## src/rtl/fetch_ctrl.sv

```systemverilog
// Instruction-fetch sequencer: one outstanding imem request at a time,
// EX redirects with stale-response dropping, and a registered valid/ready IF stream.
module fetch_ctrl #(
   parameter logic [31:0] RESET_PC = 32'h0000_0000
) (
   input  logic        clk,
   input  logic        reset,
   output logic        imem_req,
   output logic [31:0] imem_addr,
   input  logic        imem_gnt,
   input  logic        imem_rvalid,
   input  logic [31:0] imem_rdata,
   input  logic        redirect_valid,
   input  logic [31:0] redirect_pc,
   input  logic        if_ready,
   output logic        if_valid,
   output logic [31:0] if_instr,
   output logic [31:0] if_pc
);

   localparam logic [31:0] NOP = 32'h0000_0013;

   typedef enum logic [1:0] {S_IDLE, S_REQ, S_WAIT, S_HOLD} state_t;

   state_t      state;
   state_t      state_next;
   logic [31:0] fetch_pc;
   logic [31:0] req_pc;
   logic        drop;
   logic        unused_pc_bits;

   assign unused_pc_bits = ^redirect_pc[1:0];

   always_ff @(posedge clk) begin
      if (reset) state <= S_IDLE;
      else       state <= state_next;
   end

   always_comb begin
      state_next = state;
      case (state)
         S_IDLE: state_next = S_REQ;
         S_REQ:  if (imem_gnt) state_next = S_WAIT;
         S_WAIT: begin
            if (imem_rvalid) state_next = (drop || redirect_valid) ? S_REQ : S_HOLD;
         end
         S_HOLD: if (if_ready || redirect_valid) state_next = S_REQ;
         default: state_next = S_IDLE;
      endcase
   end

   always_comb begin
      imem_req  = (state == S_REQ);
      imem_addr = {fetch_pc[31:2], 2'b00};
   end

   // A redirect always wins for fetch_pc; a grant in the same cycle still
   // issues the old address, whose response is then marked stale.
   always_ff @(posedge clk) begin
      if (reset) begin
         fetch_pc <= RESET_PC;
         req_pc   <= RESET_PC;
         drop     <= 1'b0;
         if_valid <= 1'b0;
         if_instr <= NOP;
         if_pc    <= RESET_PC;
      end else begin
         if (redirect_valid)
            fetch_pc <= {redirect_pc[31:2], 2'b00};
         else if (state == S_REQ && imem_gnt)
            fetch_pc <= fetch_pc + 32'd4;

         case (state)
            S_REQ: begin
               if (imem_gnt) begin
                  req_pc <= fetch_pc;
                  drop   <= redirect_valid;
               end
            end
            S_WAIT: begin
               if (imem_rvalid) begin
                  drop <= 1'b0;
                  if (!drop && !redirect_valid) begin
                     if_instr <= imem_rdata;
                     if_pc    <= req_pc;
                     if_valid <= 1'b1;
                  end
               end else if (redirect_valid) begin
                  drop <= 1'b1;
               end
            end
            S_HOLD: begin
               if (if_ready || redirect_valid) if_valid <= 1'b0;
            end
            default: ;
         endcase
      end
   end

endmodule

```

## config.mk

```make
export PLATFORM = sky130hd
export DESIGN_NAME = fetch_ctrl
export DESIGN_NICKNAME = d
export VERILOG_FILES = /design/src/rtl/fetch_ctrl.sv
export SDC_FILE = /design/constraint.sdc
export NUM_CORES = 1
export LEC_CHECK = 0
export CAP_MARGIN = 20
export CORE_ASPECT_RATIO = 1.75
export CORE_UTILIZATION = 30
export CTS_CLUSTER_SIZE = 16
export DETAILED_ROUTE_END_ITERATION = 10
export PLACE_DENSITY = 0.61
export SLEW_MARGIN = 10
export SYNTH_ARGS = -nofsm -noshare
export SYNTH_HDL_FRONTEND = slang
export SYNTH_SLANG_ARGS = --single-unit
export TNS_END_PERCENT = 10
```

## constraint.sdc

```tcl
create_clock -name clk -period 2 [get_ports clk]
set_input_delay 0.3 -clock clk [delete_from_list [all_inputs] [get_ports clk]]
set_output_delay 0.3 -clock clk [all_outputs]
set_load 0.01 [all_outputs]
```

==> run metrics, run 1 <==
outcome=finished, final reports clean; DPL Wire Length=11.6 mm; Yosys reg bits=126; global placer's final weighted congestion=around 0.86; Final setup viols=0; area grow syn2layout=52.8%; CTS H-tree depth=4; FFs w/ async S/R, synth=0%; Power Dens Cells=784 mW/mm²; Synth Instances=673; most used cell, CP=or4_4; Worst Clk Skew=roughly 0.011 ns; hold path startpoint=reset; slowest stage delay, CP=0.51 ns; register area share after synthesis=between 40% and 50%; critical path class=flip-flop to flip-flop; Via-to-Cell Ratio=4.81; CP top delay family=simple AND/OR/NAND/NOR gates; Final Hold Viols=0; fin crit share=a little over nine tenths; Mapped Avg Cell Area=7.81 µm²; Min Hold Slack=0.294 ns; Max rail drop VDD=0.000364 V; CP Launch Type=flip-flop; initial antenna violation count=0; Buffers & Inverters on Critical Path=1; grt ovf=0; cells along the critical path=inv_2 -> ha_4 -> nand2_4 -> or4_4 -> or4_4 -> a311oi_2; Layout Cells excl Fill=1093; Starting Density=30.9%; slowest stage cell on the critical path=or4_4; reg-to-reg critical path endpoint=fetch_pc[23]; DR DRC count=0; hold worst-path end=req_pc[15]; via count=5260; Die Area=approximately 0.018 mm²; Worst Setup End Kind=flip-flop; diodes inserted=0; Synth area leader=dfxtp_1; Port Buffers=161; average wire per standard cell=14.9 µm; FF/Latch Area=~0.0025 mm²; leakage power=2.78 nW; Clock Latency Late Sink=0.42 ns; crit-path max FO=10; Logic pwr share=a little over a tenth; Setup Buffers After CTS=0; top_reg_cell synth=dfxtp_1; placed cells=1061; vias in the first global route=4972; largest net degree at the start of global routing=65; worst min path class=primary input to flip-flop; CTS Buf Count=17; Max Cap Viol=0; fraction of layout cells with a size suffix above 1=13.0%; Clock Tree Root=clkbuf_16; Cell variety after synth=49; Core Box Area=0.0170 mm²; worst r2r src=state[1]; Routed WL=16.3 mm; R2R Setup Slk=0.05 ns; Tot GR Track Use=18.5%; Crit path arrival time=2.29 ns; IO Pins=168; Cell Int Power=4.59 mW; multi-input logic area=0.00252 mm²; RSZ-0062 raised after global routing=yes; CTS tree=done; initial detailed-routing violation count=212; clock buffer depth=2; min cycle time layout=1.95 ns; clock sinks=126; Req. time, crit path=2.33 ns; Clk network pwr share=46.9%; Synth area leaders=dfxtp_1 (48%), nand2_1 (14%), a21oi_1 (9.3%); mapped cell area=0.00526 mm²; Flop pwr share=42.1%; post-synth top area share=48.0%; Min-Delay Path Depth=2; fmax=512 MHz; Clock Pin Slew Worst Setup and Hold Paths=0.06 ns; Routed Antenna Nets=0; max-slew violations=0; Sw Share=between 20 and 30%; Chip Width=between 100 and 150 µm; nets=slightly above 900; Yosys warnings=0; first-pass GRT wire length=25.6 mm; die height=177 µm; CTS Hold Bufs=0; drt pass-1 iters=5; Psw=about 1.7 mW; Reg2Reg Depth=6; number of flops mapped to enable cells by yosys=0; FP Rows=63; FILL cells=1754
## metal layers
metal	vias to the layer above	global-route usage [%]	share of wire (%)
met4	0	8.39	2.9
met2	161	33.1	52
met1	2419	20.7	41
li1	2654	-	-
met5	-	0	0
met3	26	3.36	4.8
## synth_stat cells (8+ instances only)
master and instances:
dfxtp_1 126, nor3_1 8, nand4_1 12, inv_1 13, xnor2_1 9, and3_1 10
nand3_1 8, nand2_1 201, a311oi_1 10, o21ai_0 9, a211oi_1 12, nor2_1 37
a21oi_1 98, clkbuf_1 44
## worst reg2reg max path: cells and delay by family, from the launching register on
| kind | cells | cell delay [ns] |
|---|---|---|
| AO/OA/AOI/OAI | 1 | 0.25 |
| adder cells (fa/ha/maj) | 1 | 0.17 |
| buffers and inverters | 1 | 0.06 |
| flip-flops | 1 | 0.34 |
| AND/OR/NAND/NOR | 3 | 1.05 |
## metrics by stage
| stage | power, mW | setup WS (ns) | setup TNS, ns | util, % | area (µm²) |
|---|---|---|---|---|---|
| 5_1_grt | 6.54 | -0.0241 | -0.0241 | 47.2 | 8040 |
| 3_3_place_gp | 3.40 | -0.307 | -2.04 | 43.7 | 7450 |
| 3_5_place_dp | 3.40 | -0.316 | -2.45 | 43.7 | 7450 |
| 4_1_cts | 6.36 | 0.0458 | 0 | 47.1 | 8010 |
| 6_report | 6.30 | 0.0450 | 0 | 47.2 | 8040 |
| 2_1_floorplan | 3.00 | -0.00296 | -0.00588 | - | 5330 |
## repair_timing
action,4_1_cts,5_1_grt
setup endpoints to repair,1,3
resized for setup,1,5
cloned,0,0
## kinds of logic after synthesis
kind of cell,after synthesis,synth area share [%]
and+or+nand+nor,313,26.8
AOI/OAI and AO/OA,151,17.1
DFF,126,48.0
buffers and inverters,67,5.28
xor gates and xnor gates,11,1.83
adders and majority gates,4,0.952
other,1,0.0713
## power by group through the flow
| stage | clock (mW) | combinational (mW) | sequential [mW] |
|---|---|---|---|
| 6_report | 2.96 | 0.690 | 2.66 |
| 3_5_place_dp | 0 | 0.689 | 2.71 |
| 2_1_floorplan | 0 | 0.269 | 2.73 |
| 4_1_cts | 3.02 | 0.691 | 2.65 |
| 5_1_grt | 3.12 | 0.747 | 2.67 |
| 3_3_place_gp | 0 | 0.688 | 2.71 |
## cells in the final DEF (no fill, tap or decap), drive strengths merged, types with 2 or more instances in the layout
master,Yosys,layout
a2111oi,2,2
a211oi,12,12
a21oi,98,98
a311oi,10,10
a41o,2,2
and2,2,2
and3,10,10
and4,3,3
buf,10,52
clkbuf,44,17
clkdlybuf4s50,0,159
clkinvlp,0,3
conb,1,4
dfxtp,126,126
ha,4,4
inv,13,24
nand2,201,201
nand2b,3,3
nand3,8,8
nand3b,3,3
nand4,14,14
nor2,37,37
nor3,8,8
nor4,6,6
nor4bb,2,2
o21a,2,2
o21ai,9,9
o221ai,5,5
o31ai,4,4
o41ai,2,2
or2,2,2
or3,4,4
or4,7,7
xnor2,9,9
xor2,2,2
## layout make-up
type                       instances  share of cell area, %
clock buffer                      17                   5.29
clock inverter                    15                   1.78
inverter                          13                  0.607
multi-input combinational        483                   31.4
sequential                       126                   31.7
tap                              227                   3.53
timing repair buffer             212                   25.7
## flip-flops by register name, summed over array words and instances, names as in the netlist
name / cells
state: 2
if_instr: 32
fetch_pc: 30
if_valid: 1
drop: 1
req_pc: 30
if_pc: 30
## worst max-delay path by stage
stage / to / cells past startpoint / slack [ns] / from
global placement: fetch_pc[23] / 5 / -0.31 / imem_gnt
detailed placement: fetch_pc[23] / 5 / -0.32 / imem_gnt
finish: fetch_pc[23] / 6 / 0.05 / state[1]
global route: fetch_pc[23] / 6 / -0.02 / state[1]
CTS: imem_addr[25] / 1 / 0.05 / fetch_pc[25]
floorplan: fetch_pc[22] / 7 / -0.003 / state[1]
No activity file was read; power rests on OpenSTA's default activity.
==> run 2, diff against run 1 <==
Settings changed: CORE_MARGIN set to 2.
==> run 2 against run 1 <==
  * Global-route usage is 1.0 points lower
  * Critical path type unchanged
  * Worst hold slack worse by 0.16 ns
  * Critical endpoint unchanged
  * Highest routed layer unchanged
  * Flip-flop and latch count stayed put
  * Clock-buffer cell count stayed put
  * Routed wire length hardly changed
  * Via count is 0.13% higher
  * Non-clock buffer count is 1 higher
  * Die area is 3.1% higher
  * Critical path depth stayed put
==> run metrics, run 2 (synthesis results as in run 1) <==
fraction of layout cells with a size suffix above 1=13.3% (+0.22 points); Layout Cells excl Fill=1098 (+0.46%); max layer used=met4; Core Box Area=0.0173 mm² (+1.6%); nets=928 (+0.11%); clock sinks=126 (unchanged); CP Launch Type=flip-flop; crit-path max FO=9 (-1); clock buffer depth=2 (unchanged); Routed Antenna Nets=0 (unchanged); CTS Hold Bufs=0 (unchanged); Final setup viols=0 (unchanged); area grow syn2layout=52.8% (about the same); Port Buffers=161 (unchanged); Reg2Reg Depth=6 (unchanged); Power Dens Cells=791 mW/mm² (+0.90%); pre-CTS setup slack=-0.328 ns (-0.0122 ns); slowest stage delay, CP=0.50 ns (about the same); DPL Wire Length=11.4 mm (-1.2%); most frequent cells in the layout=nand2_1 (200), clkdlybuf4s50_1 (159), dfxtp_1 (112), a21oi_1 (98), buf_4 (48); diodes inserted=0 (unchanged); min setup slack post-route=0.0581 ns (+0.0131 ns); Min Hold Slack=0.134 ns (-0.160 ns); initial detailed-routing violation count=244 (+15%); global placer's final weighted congestion=0.842 (-2.4%); initial antenna violation count=0 (unchanged); most common cell after layout, fill and taps aside=nand2_1; slowest stage cell on the critical path=or4_1; CTS tree=done; Top reg by flops=if_instr; Worst Setup End Kind=flip-flop; die height=179 µm (+1.1%); CTS Buf Count=17 (unchanged); RSZ-0062 raised after global routing=yes; vias in the first global route=5030 (+1.2%); worst min path class=primary input to flip-flop; first-pass GRT wire length=26.0 mm (+1.3%); min cycle time layout=1.94 ns (-0.0131 ns); via count=5267 (+0.13%); max-slew violations=0 (unchanged); Clock Tree Root=clkbuf_16; Final Core Density=46.5% (-0.73 points); Starting Density=30.4% (-0.48 points); Routed WL=16.3 mm (about the same); Slew headroom=~61%; outcome=finished, final reports clean; CTS H-tree depth=4 (unchanged); Buffers & Inverters on Critical Path=1 (unchanged); Final Hold Viols=0 (unchanged); Die Area=0.0186 mm² (+3.1%); cells along the critical path=inv_2 -> ha_4 -> nand2_4 -> or4_4 -> or4_1 -> a311oi_1; met2 routed WL=8.19 mm (-2.9%); Setup Buffers After CTS=0 (unchanged); drt pass-1 iters=4 (-1); Req. time, crit path=2.32 ns (about the same); Max rail drop VDD=0.000429 V (+18%); Chip Width=104 µm (+2.0%); pin slew with the least headroom to its limit=between 0.5 and 0.6 ns; power consumption=6.36 mW (+0.92%); Min-Delay Path Depth=2 (unchanged); Via-to-Cell Ratio=4.80 (-0.32%); Max Cap Viol=0 (unchanged); Clock Pin Slew Worst Setup and Hold Paths=0.06 ns (about the same); leakage power=2.78 nW (+0.33%); setup_tns=0 ns (unchanged); Worst Clk Skew=0.0104 ns (-0.000137 ns); critical path class=flip-flop to flip-flop; met1 wire length=6.82 mm (+3.4%); Worst path depth=6 (unchanged); Clock Latency Late Sink=0.41 ns (about the same); Crit path arrival time=2.27 ns (-0.02 ns); fmax=515 MHz (+0.67%); placed cells=1066 (+0.47%); grt ovf=0 (unchanged); FP Rows=64 (+1.6%); Post-Layout Inst Area=0.00804 mm² (about the same); max reg flops=32 (unchanged); largest net degree at the start of global routing=125 (+92%); Tot GR Track Use=17.4% (-1.0 points); CP top delay family=simple AND/OR/NAND/NOR gates; placed cell areas=0.00745 mm² (unchanged); average wire per standard cell=14.8 µm (-0.52%); IO Pins=168 (unchanged); DR DRC count=0 (unchanged); routed wl met3=669 µm (-14%); fin crit share=97.1% (-0.65 points)
[run 2: cell count changes in the layout (fill, tap and decap cells not counted), moves of 2 or more]
cell,change
clkinvlp_4,-2
buf_4,+2
clkinv_4,+4
dfxtp_2,+2
inv_6,-2
[run 2: repair_timing]
action | CTS | global route
hold endpoints to repair | 0 | 0
pin swaps | 0 | 0
gates resized for setup | 1 | 4
endpoints found under the setup margin | 1 | 3
[run 2: worst paths after layout]
path | slack, ns | to | start
max | 0.06 | fetch_pc[23] | state[1]
max reg2reg | 0.06 | fetch_pc[23] | state[1]
min | 0.13 | fetch_pc[12] | reset
min reg2reg | 0.45 | if_pc[28] | req_pc[28]
[run 2: area by class of cell]
type	count	area, µm²
inverters	13	48.8
multi-input cells	483	2520
clock buffers	17	425
well taps	231	289
repair buffers	213	2060
clock inverters	15	153
fillers	1791	9260
flip-flops and latches	126	2540
[run 2: worst reg2reg max path: cells and delay by family (launching register included)]
family	cells	cell delay, ns
DFF	1	0.34
and+or+nand+nor	3	1.04
AOI/OAI and AO/OA	1	0.25
buffers and inverters	1	0.07
adders and majority gates	1	0.16
[run 2: power by group]
group / total [mW] / leakage, nW / internal, mW / switching (mW)
Clock: 3.02 / 0.283 / 1.75 / 1.26
Sequential: 2.66 / 1.03 / 2.59 / 0.0714
Combinational: 0.683 / 1.47 / 0.354 / 0.328
Total: 6.36 / 2.78 / 4.70 / 1.66
[run 2: layer usage]
| metal | vias to the layer above | GRT usage [%] |
|---|---|---|
| li1 | 2660 | - |
| met1 | 2405 | 19.8 |
| met2 | 164 | 30.4 |
| met3 | 38 | 3.71 |
| met4 | 0 | 9.52 |
| met5 | - | 0 |
==> run 3, diff against run 2 <==
Settings changed: CORE_MARGIN 2 to unset, CORE_UTILIZATION 30 to 42, PLACE_DENSITY 0.61 to 0.8.
==> run 3 against run 2 <==
  * Final area decreased by 1.4%
  * Critical path type unchanged
  * Clock power decreased by 5%
  * Fmax decreased by 3.2%
  * Die area decreased by 30%
  * The run now ends with negative setup slack left
  * Sequential share of layout area increased by 0.42 points
  * Largest cell class is now multi-input gates
  * Core utilization increased by 19 points
  * Critical path depth decreased by 1
  * Flip-flop and latch count unchanged
  * Global-route usage increased by 6.8 points
==> run metrics, run 3 (synthesis results as in run 1) <==
most frequent cells in the layout=nand2_1 (200), clkdlybuf4s50_1 (159), dfxtp_1 (113), a21oi_1 (98), buf_4 (42); die height=150 µm (-16%); Core Box Area=0.0121 mm² (-30%); Via-to-Cell Ratio=5.27 (+9.9%); CP top delay family=simple AND/OR/NAND/NOR gates; slowest stage delay, CP=0.59 ns (+0.09 ns); clock buffer depth=2 (unchanged); Clock Pin Slew Worst Setup and Hold Paths=0.06 ns (about the same); hold path startpoint=reset; Routed WL=15.3 mm (-5.6%); Die Area=0.0130 mm² (-30%); DPL Wire Length=10.6 mm (-7.2%); IO Pins=168 (unchanged); max-slew violations=0 (unchanged); crit-path max FO=6 (-3); max reg flops=32 (unchanged); drt pass-1 iters=7 (+3); outcome=finished, violations left; R2R Setup Slk=-0.006 ns (-0.06 ns); Max rail drop VDD=0.000541 V (+26%); nets=923 (-0.54%); Buffers & Inverters on Critical Path=0 (-1); first-pass GRT wire length=24.3 mm (-6.6%); Worst Clk Skew=0.00855 ns (-0.00189 ns); area grow syn2layout=50.7%; Crit path arrival time=2.32 ns (+0.05 ns); clock sinks=126 (unchanged); grt ovf=0 (unchanged); CTS tree=done; Tot GR Track Use=24.2% (+6.8 points); Top reg by flops=if_instr; worst min path class=primary input to flip-flop; fmax=499 MHz (-3.2%); initial antenna violation count=1 (+1); Routed Antenna Nets=0 (unchanged); Req. time, crit path=2.32 ns (about the same); min setup slack post-route=-0.00588 ns (-0.0640 ns); critical path class=flip-flop to flip-flop; failing checks=negative setup slack; placed cell areas=0.00731 mm² (-1.8%); setup_tns=-0.00588 ns (-0.00588 ns); Reg2Reg Depth=5 (-1); Max Cap Viol=0 (unchanged); via count=5419 (+2.9%); min cycle time layout=2.01 ns (+0.0640 ns); Final Core Density=65.3% (+19 points); leakage power=2.75 nW (-1.2%); RSZ-0062 raised after global routing=yes; Power Dens Cells=783 mW/mm² (-1.0%); global placer's final weighted congestion=0.934 (+11%); cells along the critical path=ha_4 -> nand2_4 -> or4_4 -> or4_1 -> a311oi_1; worst r2r src=state[0]; Min Hold Slack=0.119 ns (-0.0144 ns); Final Hold Viols=0 (unchanged); CTS Buf Count=17 (unchanged); largest net degree at the start of global routing=88 (-30%); fin crit share=100% (+3.2 points); CP Launch Type=flip-flop; Chip Width=86.6 µm (-17%); slowest stage cell on the critical path=or4_4; Clock Tree Root=clkbuf_16; vias in the first global route=5065 (+0.70%); DR DRC count=0 (unchanged); FP Rows=53 (-17%); Worst Setup SP=state[0]; Post-Layout Inst Area=0.00793 mm² (-1.4%); Clock Latency Late Sink=0.41 ns (about the same); Worst Setup End Kind=flip-flop; CTS H-tree depth=4 (unchanged); Port Buffers=161 (unchanged); hold worst-path end=req_pc[9]; power consumption=6.21 mW (-2.4%); average wire per standard cell=14.9 µm (+0.84%); Starting Density=43.3% (+13 points); Final setup viols=1 (+1); most common cell after layout, fill and taps aside=nand2_1; initial detailed-routing violation count=252 (+3.3%); CTS Hold Bufs=0 (unchanged); Min-Delay Path Depth=2 (unchanged); fraction of layout cells with a size suffix above 1=13.0% (-0.27 points); reg-to-reg critical path endpoint=fetch_pc[25]
run 3: cell types whose count changed in the layout (fill, tap and decap cells not counted), sizes merged:
cell / previous run / this run
buf: 53 / 48
clkbuf: 17 / 19
clkinv: 5 / 7
clkinvlp: 1 / 3
diode: 0 / 1
inv: 21 / 15
run 3: worst max path at each step:
stage | depth (start not counted) | slack (ns) | end
6_report | 5 | -0.006 | fetch_pc[25]
5_1_grt | 6 | -0.04 | fetch_pc[25]
2_1_floorplan | 7 | -0.003 | fetch_pc[22]
3_3_place_gp | 5 | -0.22 | fetch_pc[23]
3_5_place_dp | 5 | -0.24 | fetch_pc[23]
4_1_cts | 4 | 0.04 | fetch_pc[23]
run 3: area by class of cell:
type                       instances  area (µm²)
multi-input combinational        483        2540
fill                            1034        4210
clock buffer                      19         443
sequential                       126        2540
tap                              165         206
inverter                          13        48.8
antenna                            1        2.50
timing repair buffer             208        2030
clock inverter                    13         116
run 3: per-stage QoR:
step | instances | worst slack (ns)
after floorplan | 676 | -0.00296
after global placement | 993 | -0.222
after detailed placement | 993 | -0.238
after CTS | 1025 | 0.0375
after global routing | 1028 | -0.0441
final | 1028 | -0.00588
run 3: per-layer routing:
layer | up-vias | share of wire [%] | global-route usage, %
met5 | - | 0 | 0
met4 | 0 | 4.3 | 15.4
met3 | 52 | 6.2 | 5.52
met2 | 229 | 51 | 42.2
met1 | 2489 | 38 | 25.9
li1 | 2649 | - | -
run 3: power breakdown:
group / switching (mW) / internal, mW
Sequential: 0.0758 / 2.59
Clock: 1.14 / 1.74
Combinational: 0.317 / 0.348
run 3: timing repair:
| item | 4_1_cts | 5_1_grt |
|---|---|---|
| buffers inserted | 0 | 2 |
| pin swaps | 0 | 6 |
| gates resized for setup | 1 | 9 |
| setup endpoints to repair | 1 | 2 |
